`src/rtl/hdr_dispatcher_if.sv`:
```
// rtl/hdr_dispatcher_if.sv - signal bundle between I3C engine, HDR sub-engines and hdr_dispatcher
interface hdr_dispatcher_if #(
  parameter int SEL_N  = 11,
  parameter int ADDR_W = 12,
  parameter int CNT_W  = 8
);
  logic                 i_hdr_en;
  logic                 i_CP;
  logic                 i_TOC;
  logic [2:0]           i_MODE;
  logic                 i_ccc_done;
  logic                 i_ddr_done;
  logic                 i_bt_done;
  logic                 o_ccc_en;
  logic                 o_ddr_en;
  logic                 o_bt_en;
  logic [2*SEL_N-1:0]   o_path_sel;
  logic [ADDR_W-1:0]    o_regf_addr_special;
  logic                 o_done;
  logic                 o_abort;
  logic [CNT_W-1:0]     o_xfer_cnt;

  modport slave (
    input  i_hdr_en, i_CP, i_TOC, i_MODE, i_ccc_done, i_ddr_done, i_bt_done,
    output o_ccc_en, o_ddr_en, o_bt_en, o_path_sel, o_regf_addr_special,
           o_done, o_abort, o_xfer_cnt
  );

  modport master (
    output i_hdr_en, i_CP, i_TOC, i_MODE, i_ccc_done, i_ddr_done, i_bt_done,
    input  o_ccc_en, o_ddr_en, o_bt_en, o_path_sel, o_regf_addr_special,
           o_done, o_abort, o_xfer_cnt
  );
endinterface

```
`src/rtl/hdr_dispatcher.sv`:
```
// rtl/hdr_dispatcher.sv - HDR session sequencer over CCC, DDR and BT sub-engines
module hdr_dispatcher #(
  parameter int SEL_N      = 11,
  parameter int ADDR_W     = 12,
  parameter int IDLE_ADDR  = 1000,
  parameter int DUMMY_ADDR = 450,
  parameter int DDR_CODE   = 6,
  parameter int BT_CODE    = 7,
  parameter int TMO_W      = 16,
  parameter int TMO_CYC    = 50000,
  parameter int CNT_W      = 8
) (
  input  logic            i_sys_clk,
  input  logic            i_sys_rst,
  hdr_dispatcher_if.slave bus
);
  typedef enum logic [2:0] {S_IDLE, S_CCC, S_DUMMY, S_DDR, S_BT, S_GAP, S_EXIT} state_t;
  typedef enum logic [1:0] {T_NONE, T_CCC, T_DDR, T_BT} tgt_t;

  localparam logic [1:0] SEL_DDR = 2'b00;
  localparam logic [1:0] SEL_CCC = 2'b01;
  localparam logic [1:0] SEL_BT  = 2'b10;

  state_t            state, state_nx;
  tgt_t              tgt_q, tgt_nx, tgt_in;
  logic [1:0]        code_q, code_nx;
  logic [TMO_W-1:0]  wdog_q, wdog_nx;
  logic [CNT_W-1:0]  cnt_q, cnt_nx;
  logic              abort_nx, own_done, wdog_exp;
  logic              ccc_en_q, ddr_en_q, bt_en_q, done_q, abort_q;
  logic [ADDR_W-1:0] addr_q;

  function automatic state_t state_of(input tgt_t t);
    case (t)
      T_CCC:   return S_CCC;
      T_DDR:   return S_DDR;
      T_BT:    return S_BT;
      default: return S_EXIT;
    endcase
  endfunction

  function automatic logic [1:0] code_of(input tgt_t t);
    case (t)
      T_CCC:   return SEL_CCC;
      T_BT:    return SEL_BT;
      default: return SEL_DDR;
    endcase
  endfunction

  always_comb begin
    tgt_in = T_NONE;
    if (bus.i_CP)                        tgt_in = T_CCC;
    else if (bus.i_MODE == 3'(DDR_CODE)) tgt_in = T_DDR;
    else if (bus.i_MODE == 3'(BT_CODE))  tgt_in = T_BT;
  end

  // Only the engine owning the current state may end it; the dummy CCC is run by the CCC engine.
  always_comb begin
    own_done = 1'b0;
    case (state)
      S_CCC, S_DUMMY: own_done = bus.i_ccc_done;
      S_DDR:          own_done = bus.i_ddr_done;
      S_BT:           own_done = bus.i_bt_done;
      default:        own_done = 1'b0;
    endcase
  end

  assign wdog_exp = (wdog_q == TMO_W'(TMO_CYC - 1));

  always_comb begin
    state_nx = state;
    tgt_nx   = tgt_q;
    code_nx  = code_q;
    cnt_nx   = cnt_q;
    wdog_nx  = '0;
    abort_nx = 1'b0;
    case (state)
      S_IDLE: begin
        if (bus.i_hdr_en) begin
          state_nx = state_of(tgt_in);
          if (tgt_in != T_NONE) begin
            code_nx = code_of(tgt_in);
            cnt_nx  = '0;
          end
        end
      end
      S_CCC, S_DDR, S_BT, S_DUMMY: begin
        if (!bus.i_hdr_en) begin
          state_nx = S_IDLE;
        end else if (own_done && state == S_DUMMY) begin
          state_nx = S_GAP;
          code_nx  = code_of(tgt_q);
        end else if (own_done) begin
          cnt_nx = cnt_q + 1'b1;
          if (bus.i_TOC || tgt_in == T_NONE) begin
            state_nx = S_EXIT;
          end else begin
            tgt_nx = tgt_in;
            if (state == S_CCC && tgt_in != T_CCC) begin
              state_nx = S_DUMMY;
            end else begin
              state_nx = S_GAP;
              code_nx  = code_of(tgt_in);
            end
          end
        end else if (wdog_exp) begin
          state_nx = S_EXIT;
          abort_nx = 1'b1;
        end else begin
          wdog_nx = wdog_q + 1'b1;
        end
      end
      S_GAP:   state_nx = bus.i_hdr_en ? state_of(tgt_q) : S_IDLE;
      default: state_nx = S_IDLE;
    endcase
  end

  // Outputs are decoded from the next state so they change on the same edge as the state.
  always_ff @(posedge i_sys_clk) begin
    if (i_sys_rst) begin
      state    <= S_IDLE;
      tgt_q    <= T_NONE;
      code_q   <= SEL_DDR;
      wdog_q   <= '0;
      cnt_q    <= '0;
      ccc_en_q <= 1'b0;
      ddr_en_q <= 1'b0;
      bt_en_q  <= 1'b0;
      done_q   <= 1'b0;
      abort_q  <= 1'b0;
      addr_q   <= ADDR_W'(IDLE_ADDR);
    end else begin
      state    <= state_nx;
      tgt_q    <= tgt_nx;
      code_q   <= code_nx;
      wdog_q   <= wdog_nx;
      cnt_q    <= cnt_nx;
      ccc_en_q <= (state_nx == S_CCC) || (state_nx == S_DUMMY);
      ddr_en_q <= (state_nx == S_DDR);
      bt_en_q  <= (state_nx == S_BT);
      done_q   <= (state_nx == S_EXIT);
      abort_q  <= abort_nx;
      addr_q   <= (state_nx == S_DUMMY) ? ADDR_W'(DUMMY_ADDR) : ADDR_W'(IDLE_ADDR);
    end
  end

  assign bus.o_ccc_en            = ccc_en_q;
  assign bus.o_ddr_en            = ddr_en_q;
  assign bus.o_bt_en             = bt_en_q;
  assign bus.o_path_sel          = {SEL_N{code_q}};
  assign bus.o_regf_addr_special = addr_q;
  assign bus.o_done              = done_q;
  assign bus.o_abort             = abort_q;
  assign bus.o_xfer_cnt          = cnt_q;
endmodule

```
`src/flat_wrapper.sv`:
```
// flat-port wrapper written by rule: the top's interface ports become plain ports
module hdr_dispatcher_flat 
#(
  parameter int SEL_N      = 11,
  parameter int ADDR_W     = 12,
  parameter int IDLE_ADDR  = 1000,
  parameter int DUMMY_ADDR = 450,
  parameter int DDR_CODE   = 6,
  parameter int BT_CODE    = 7,
  parameter int TMO_W      = 16,
  parameter int TMO_CYC    = 50000,
  parameter int CNT_W      = 8
)
  (i_sys_clk, i_sys_rst, bus_i_hdr_en, bus_i_CP, bus_i_TOC, bus_i_MODE, bus_i_ccc_done, bus_i_ddr_done, bus_i_bt_done, bus_o_ccc_en, bus_o_ddr_en, bus_o_bt_en, bus_o_path_sel, bus_o_regf_addr_special, bus_o_done, bus_o_abort, bus_o_xfer_cnt);
  hdr_dispatcher_if #(.SEL_N(SEL_N), .ADDR_W(ADDR_W), .CNT_W(CNT_W)) bus_i ();
  input  logic i_sys_clk;
  input  logic i_sys_rst;
  input wire logic [$bits(bus_i.i_hdr_en)-1:0] bus_i_hdr_en;
  input wire logic [$bits(bus_i.i_CP)-1:0] bus_i_CP;
  input wire logic [$bits(bus_i.i_TOC)-1:0] bus_i_TOC;
  input wire logic [$bits(bus_i.i_MODE)-1:0] bus_i_MODE;
  input wire logic [$bits(bus_i.i_ccc_done)-1:0] bus_i_ccc_done;
  input wire logic [$bits(bus_i.i_ddr_done)-1:0] bus_i_ddr_done;
  input wire logic [$bits(bus_i.i_bt_done)-1:0] bus_i_bt_done;
  output wire logic [$bits(bus_i.o_ccc_en)-1:0] bus_o_ccc_en;
  output wire logic [$bits(bus_i.o_ddr_en)-1:0] bus_o_ddr_en;
  output wire logic [$bits(bus_i.o_bt_en)-1:0] bus_o_bt_en;
  output wire logic [$bits(bus_i.o_path_sel)-1:0] bus_o_path_sel;
  output wire logic [$bits(bus_i.o_regf_addr_special)-1:0] bus_o_regf_addr_special;
  output wire logic [$bits(bus_i.o_done)-1:0] bus_o_done;
  output wire logic [$bits(bus_i.o_abort)-1:0] bus_o_abort;
  output wire logic [$bits(bus_i.o_xfer_cnt)-1:0] bus_o_xfer_cnt;
  assign bus_i.i_hdr_en = bus_i_hdr_en;
  assign bus_i.i_CP = bus_i_CP;
  assign bus_i.i_TOC = bus_i_TOC;
  assign bus_i.i_MODE = bus_i_MODE;
  assign bus_i.i_ccc_done = bus_i_ccc_done;
  assign bus_i.i_ddr_done = bus_i_ddr_done;
  assign bus_i.i_bt_done = bus_i_bt_done;
  assign bus_o_ccc_en = bus_i.o_ccc_en;
  assign bus_o_ddr_en = bus_i.o_ddr_en;
  assign bus_o_bt_en = bus_i.o_bt_en;
  assign bus_o_path_sel = bus_i.o_path_sel;
  assign bus_o_regf_addr_special = bus_i.o_regf_addr_special;
  assign bus_o_done = bus_i.o_done;
  assign bus_o_abort = bus_i.o_abort;
  assign bus_o_xfer_cnt = bus_i.o_xfer_cnt;
  hdr_dispatcher #(.SEL_N(SEL_N), .ADDR_W(ADDR_W), .IDLE_ADDR(IDLE_ADDR), .DUMMY_ADDR(DUMMY_ADDR), .DDR_CODE(DDR_CODE), .BT_CODE(BT_CODE), .TMO_W(TMO_W), .TMO_CYC(TMO_CYC), .CNT_W(CNT_W)) u_core (.i_sys_clk(i_sys_clk), .i_sys_rst(i_sys_rst), .bus(bus_i));
endmodule
```
`config.mk`:
```
export PLATFORM = sky130hd
export DESIGN_NAME = hdr_dispatcher_flat
export DESIGN_NICKNAME = d
export VERILOG_FILES = /design/src/rtl/hdr_dispatcher_if.sv /design/src/rtl/hdr_dispatcher.sv /design/src/flat_wrapper.sv
export SDC_FILE = /design/constraint.sdc
export NUM_CORES = 1
export LEC_CHECK = 0
export ABC_AREA = 1
export CORE_MARGIN = 1.5
export CORE_UTILIZATION = 53
export CTS_CLUSTER_DIAMETER = 30
export DETAILED_ROUTE_END_ITERATION = 12
export HOLD_SLACK_MARGIN = 0.02
export PLACE_DENSITY = 0.86
export SYNTH_ARGS = -nofsm -noshare
export SYNTH_HDL_FRONTEND = slang
export SYNTH_SLANG_ARGS = --single-unit
```
`constraint.sdc`:
```
create_clock -name i_sys_clk -period 5.4 [get_ports i_sys_clk]
set_clock_uncertainty 0.1 [all_clocks]
set_input_delay 0.54 -clock i_sys_clk [delete_from_list [all_inputs] [get_ports i_sys_clk]]
set_output_delay 0.54 -clock i_sys_clk [all_outputs]
set_load 0.01 [all_outputs]
```
==> results of run 1 <==
-- kinds of logic after synthesis --
| kind of cell | after synthesis | synth area share [%] |
|---|---|---|
| AO/OA/AOI/OAI | 33 | 8.41 |
| other | 2 | 0.330 |
| flip-flops | 38 | 33.4 |
| XOR/XNOR | 10 | 4.18 |
| buffers and inverters | 78 | 18.1 |
| adder cells (fa/ha/maj) | 7 | 3.85 |
| AND/OR/NAND/NOR | 160 | 31.7 |
-- final timing paths --
kind                          startpoint                                    end  slack, ps
max                        bus_i_MODE[2]         u_core.bus.o_ccc_en$_SDFF_PP0_       2690
min          u_core.wdog_q[0]$_SDFF_PP0_            u_core.wdog_q[0]$_SDFF_PP0_        350
max reg2reg   u_core.state[2]$_SDFF_PP0_  u_core.bus.o_xfer_cnt[2]$_SDFFE_PP0P_       3510
min reg2reg  u_core.wdog_q[0]$_SDFF_PP0_            u_core.wdog_q[0]$_SDFF_PP0_        350
-- sequential cells by signal, indices dropped and copies added, names as in the netlist --
| name | count |
|---|---|
| u_core.wdog_q | 16 |
| u_core.bus.o_xfer_cnt | 8 |
| u_core.state | 3 |
| u_core.bus.o_regf_addr_special | 2 |
| u_core.code_q | 2 |
| u_core.tgt_q | 2 |
| u_core.bus.o_abort | 1 |
| u_core.bus.o_bt_en | 1 |
| u_core.bus.o_ccc_en | 1 |
| u_core.bus.o_ddr_en | 1 |
| u_core.bus.o_done | 1 |
-- metrics by stage --
step	area (µm²)	worst slack, ps	power, mW	hold slack [ps]
floorplan	2300	3120	0.427	317
global placement	2610	2510	0.465	329
detailed placement	2610	2410	0.469	345
CTS	2690	2690	0.650	356
global route	2690	2470	0.685	373
finish	2690	2690	0.644	351
-- per-layer routing --
layer  GRT usage, %  vias up  share of wire (%)
met3           5.68        7                7.5
met5              0        -                  0
li1               -     1054                  -
met4           6.50        0                1.2
met1           21.9      866                 41
met2           35.9       62                 50
-- Yosys cell counts, drive strengths merged --
cell type  count  area (µm²)
xor2           7        68.8
o21ai         12        60.1
conb           2        7.51
nor3          10        55.1
nor4           2        12.5
buf           32         240
xnor2          3        26.3
a211oi         1        7.51
inv           46         173
a31oi          1        6.26
a22oi          1        7.51
o22ai          1        6.26
a21oi         17         104
nor2          54         230
nand4          5        31.3
ha             7        87.6
nand3         23         120
or2            3        18.8
nand2         63         254
dfxtp         38         761
-- where the power goes --
| group | total [mW] | leakage, nW | internal, mW | switching (mW) |
|---|---|---|---|---|
| clock | 0.183 | 0.0438 | 0.0866 | 0.0960 |
| sequential | 0.299 | 0.307 | 0.288 | 0.0109 |
| combinational | 0.162 | 0.746 | 0.0772 | 0.0849 |
| total | 0.644 | 1.10 | 0.452 | 0.192 |
-- critical path: stages --
cell and delay (ps):
clkdlybuf4s50_1 460, nand2_1 60, o21ai_0 380, inv_1 120, ha_1 230, or2_2 320, nor2_1 150, nand2_1 90
nand3_1 100, nor2_1 40, nor2_1 150, nand2_1 70, a21oi_1 110
-- layout make-up --
class / count / area share [%]
clock buffers: 5 / 2.56
clock inverters: 2 / 0.372
inverters: 46 / 6.42
multi-input cells: 218 / 41.8
flip-flops and latches: 38 / 28.3
well taps: 50 / 2.32
repair buffers: 49 / 18.2
==> reports/summary.txt, run 1 <==
Status -> finished clean
Vias in the first global route -> 1706
Final period util -> 50.2%
Register Area -> 761 µm²
Largest net degree at the start of global routing -> 14
GRT Total Usage -> 19.8%
Fillers -> 354
Worst VDD drop -> 0.157 mV
Yosys reg bits -> 38
Synth unique cells -> 33
Period minus WS final -> 2710 ps
GPL Wtd Cong -> 0.901
Util after Layout -> 66.3%
# placed instances -> 401
Rows -> 23
Hold depth -> 1
Most common cell after layout, fill and taps aside -> nand2_1
RSZ-0062 raised after global routing -> no
Post-CTS Resized -> 0
Die width -> 68.6 µm
Post-synthesis cell area -> 2280 µm²
Remaining routing DRC violations -> 0
Inserted Diodes -> 0
Die area -> 4700 µm²
Num CTS Buffers -> 5
Buffers on Ports -> 49
Setup bufs post-CTS -> 0
Clk sinks -> 38
Worst hold path class -> flip-flop to flip-flop
Die Ht -> 68.6 µm
Vias per cell -> 4.88
Clk_lat worst skew -> 290 ps
Layout Nets -> 376
Post-synthesis cell count -> 328
DP HPWL -> 3380 µm
# hold bufs at CTS -> 0
Worst Path Arrival -> 2840 ps
First-pass GRT wire length -> 6940 µm
Grt ovf -> 0
Reg2Reg Depth -> 11
Critical Path RT -> 5530 ps
Nature of the critical path startpoint -> primary input
YS warnings -> 0
# Max-Cap Violations -> 0
Avg Synthesized Cell Area -> 6.94 µm²
Final slew viol count -> 0
Final setup viols -> 0
Initial antenna violation count -> 0
Initial Utilization -> 56.1%
Crit Path Max Fanout -> 4
Finished Layout Cells -> 408
Critical path type -> primary input to flip-flop
Drt wl/cell -> 10.6 µm
Ratio of cells with drive above 1 in the final layout -> 8.38%
PD cells -> 239 nW/µm²
Drt total wl -> 4310 µm
Layout area overhead -> 18.2%
Routed vias -> 1989
Register area share after synthesis -> 33.4%
H-tree levels -> 2
Antenna-violating nets left -> 0
Final Hold Viols -> 0
CP Capture Type -> flip-flop
Starting DRC count in detailed routing -> 115
Area of the multi-input gates -> 1130 µm²
Max Root-Sink Buffers -> 2
TritonCTS clock tree -> yes
Pleak -> 1.10 nW
Commonest cells after routing, fill and taps aside -> nand2_1 (58), nor2_1 (49), clkdlybuf4s50_1 (49)
IO Pins -> 58
Fmax -> 369 MHz
Root Driver -> clkbuf_8
Clk slew on worst S/H paths -> 70 ps
TNS Setup -> 0 ps
Initial DRT Pass Iterations -> 4
CORE AREA -> 4060 µm²
Note: power is estimated with default switching activity, not from simulation.
==> run 2: changes to the inputs <==
--- a/config.mk
+++ b/config.mk
@@ -7,11 +7,11 @@
 export LEC_CHECK = 0
 export ABC_AREA = 1
 export CORE_MARGIN = 1.5
-export CORE_UTILIZATION = 53
+export CORE_UTILIZATION = 44
 export CTS_CLUSTER_DIAMETER = 30
 export DETAILED_ROUTE_END_ITERATION = 12
 export HOLD_SLACK_MARGIN = 0.02
-export PLACE_DENSITY = 0.86
+export PLACE_DENSITY = 0.76
 export SYNTH_ARGS = -nofsm -noshare
 export SYNTH_HDL_FRONTEND = slang
 export SYNTH_SLANG_ARGS = --single-unit
==> constraint.sdc (replaced) <==
create_clock -name i_sys_clk -period 2.4 [get_ports i_sys_clk]
set_clock_uncertainty 0.1 [all_clocks]
set_input_delay 0.24 -clock i_sys_clk [delete_from_list [all_inputs] [get_ports i_sys_clk]]
set_output_delay 0.24 -clock i_sys_clk [all_outputs]
set_load 0.01 [all_outputs]
==> run 2 against run 1 <==
Effect of this change:
- count of clock-buffer cells in the layout is 1 higher
- flip-flop and latch count stayed put
- largest power group unchanged
- combinational power is 140% higher
==> reports/summary.txt, run 2 (synthesis results as in run 1) <==
GRT Total Usage -> 17.3%
Initial antenna violation count -> 0
Max reg flops -> 16
# Max-Cap Violations -> 0
Vias per cell -> 4.61
Hold wc startpoint -> u_core.wdog_q[0]$_SDFF_PP0_
Largest net degree at the start of global routing -> 14
Routed vias -> 2017
Post-CTS Resized -> 0
Die Ht -> 74.9 µm
IO Pins -> 58
GPL Wtd Cong -> 0.903
Die width -> 74.9 µm
Root Driver -> clkbuf_8
CORE AREA -> 5040 µm²
Hold depth -> 1
H-tree levels -> 2
Worst hold path class -> flip-flop to flip-flop
Pleak -> 1.15 nW
Clk slew on worst S/H paths -> 80 ps
Ratio of cells with drive above 1 in the final layout -> 10.9%
Nature of the critical path startpoint -> primary input
Register bank with the most flops -> u_core.wdog_q
R2R Setup Slk -> 510 ps
Max Root-Sink Buffers -> 2
Starting DRC count in detailed routing -> 99
TNS Setup -> 0 ps
Grt ovf -> 0
Setup bufs post-CTS -> 0
Inserted Diodes -> 0
Most common cell after layout, fill and taps aside -> nand2_1
Final period util -> 88.4%
Critical Path RT -> 2530 ps
Final setup viols -> 0
CP Capture Type -> flip-flop
Num CTS Buffers -> 5
Critical path type -> primary input to flip-flop
Final Hold Viols -> 0
Remaining routing DRC violations -> 0
Hold Slack -> 351 ps
R2r startpoint -> u_core.wdog_q[0]$_SDFF_PP0_
DP HPWL -> 3580 µm
RSZ-0062 raised after global routing -> no
Clk_lat worst skew -> 290 ps
Period minus WS final -> 2120 ps
Die area -> 5620 µm²
Buffers on Ports -> 49
Worst Path Arrival -> 2250 ps
Commonest cells after routing, fill and taps aside -> nand2_1 (58), nor2_1 (49), clkdlybuf4s50_1 (49)
Clk sinks -> 38
Worst VDD drop -> 0.373 mV
Vias in the first global route -> 1828
Layout Nets -> 385
First-pass GRT wire length -> 7530 µm
Fmax -> 472 MHz
Status -> finished clean
Layout area overhead -> 23.0%
Drt total wl -> 4480 µm
Final slew viol count -> 0
Reg2Reg Depth -> 9
Drt wl/cell -> 10.2 µm
Critical R2R Capture -> u_core.wdog_q[12]$_SDFF_PP0_
Initial Utilization -> 45.2%
Initial DRT Pass Iterations -> 9
Hold path endpoint -> u_core.wdog_q[0]$_SDFF_PP0_
Rows -> 26
PD cells -> 541 nW/µm²
TritonCTS clock tree -> yes
Crit Path Max Fanout -> 3
Antenna-violating nets left -> 0
# hold bufs at CTS -> 0
[run 2: changes by cell type in the layout (fill, tap and decap cells not counted)]
cell | before | now
o21ai_0 | 11 | 10
clkbuf_8 | 5 | 6
buf_4 | 0 | 9
clkinvlp_4 | 0 | 1
clkinv_2 | 2 | 1
o21ai_1 | 1 | 2
[run 2: final cells by class]
type                            count  area, µm²
Sequential cell                    38        761
Multi-Input combinational cell    218       1130
Clock inverter                      2       12.5
Fill cell                         495       2240
Inverter                           46        173
Timing Repair Buffer               58        558
Clock buffer                        6       82.6
Tap cell                           70       87.6
[run 2: how the worst max path moves through the flow]
stage                  startpoint                        endpoint  slack (ps)  depth (start not counted)
floorplan           bus_i_MODE[2]  u_core.bus.o_ccc_en$_SDFF_PP0_         420                         12
global placement    bus_i_MODE[2]  u_core.bus.o_ccc_en$_SDFF_PP0_         -30                         13
detailed placement  bus_i_MODE[2]  u_core.bus.o_ccc_en$_SDFF_PP0_         -80                         13
CTS                 bus_i_MODE[2]  u_core.bus.o_ccc_en$_SDFF_PP0_         220                         13
global route        bus_i_MODE[2]  u_core.bus.o_ccc_en$_SDFF_PP0_          90                         13
finish              bus_i_MODE[2]  u_core.bus.o_ccc_en$_SDFF_PP0_         280                         13
[run 2: per-stage QoR]
step / setup slack [ps] / area (µm²) / power (mW) / utilization, % / cells
6_report: 280 / 2800 / 1.51 / 55.5 / 438
5_1_grt: 87.7 / 2800 / 1.60 / 55.5 / 438
4_1_cts: 215 / 2800 / 1.53 / 55.5 / 438
3_5_place_dp: -84.5 / 2710 / 1.08 / 53.6 / 430
3_3_place_gp: -25.3 / 2710 / 1.07 / 53.6 / 430
2_1_floorplan: 417 / 2300 / 0.961 / - / 334
[run 2: routing by layer]
metal	routed length [µm]	global-route usage [%]	vias to the layer above
li1	-	-	1063
met2	2250	31.5	67
met3	252	3.88	6
met1	1940	19.8	881
met4	45	6.06	0
met5	0	0	-
[run 2: worst max-delay path: stages]
cell and delay (ps):
clkdlybuf4s50_1 450, nand2_1 60, o21ai_1 150, inv_1 90
ha_1 210, or2_2 320, nor2_1 160, nand2_1 90
nand3_1 90, nor2_1 40, nor2_1 160, nand2_1 70
a21oi_1 110
[run 2: report_power, final]
group	switching, mW	total [mW]	internal, mW
Sequential	0.0249	0.674	0.649
Clock	0.223	0.454	0.231
Combinational	0.199	0.387	0.188
Total	0.446	1.51	1.07
==> run 3: changes to the inputs <==
--- a/config.mk
+++ b/config.mk
@@ -9,6 +9,7 @@
 export CORE_MARGIN = 1.5
 export CORE_UTILIZATION = 44
 export CTS_CLUSTER_DIAMETER = 30
+export CTS_CLUSTER_SIZE = 20
 export DETAILED_ROUTE_END_ITERATION = 12
 export HOLD_SLACK_MARGIN = 0.02
 export PLACE_DENSITY = 0.76
==> results of run 3 <==
No change in the layout: final DEF, timing and power equal those of run 2.
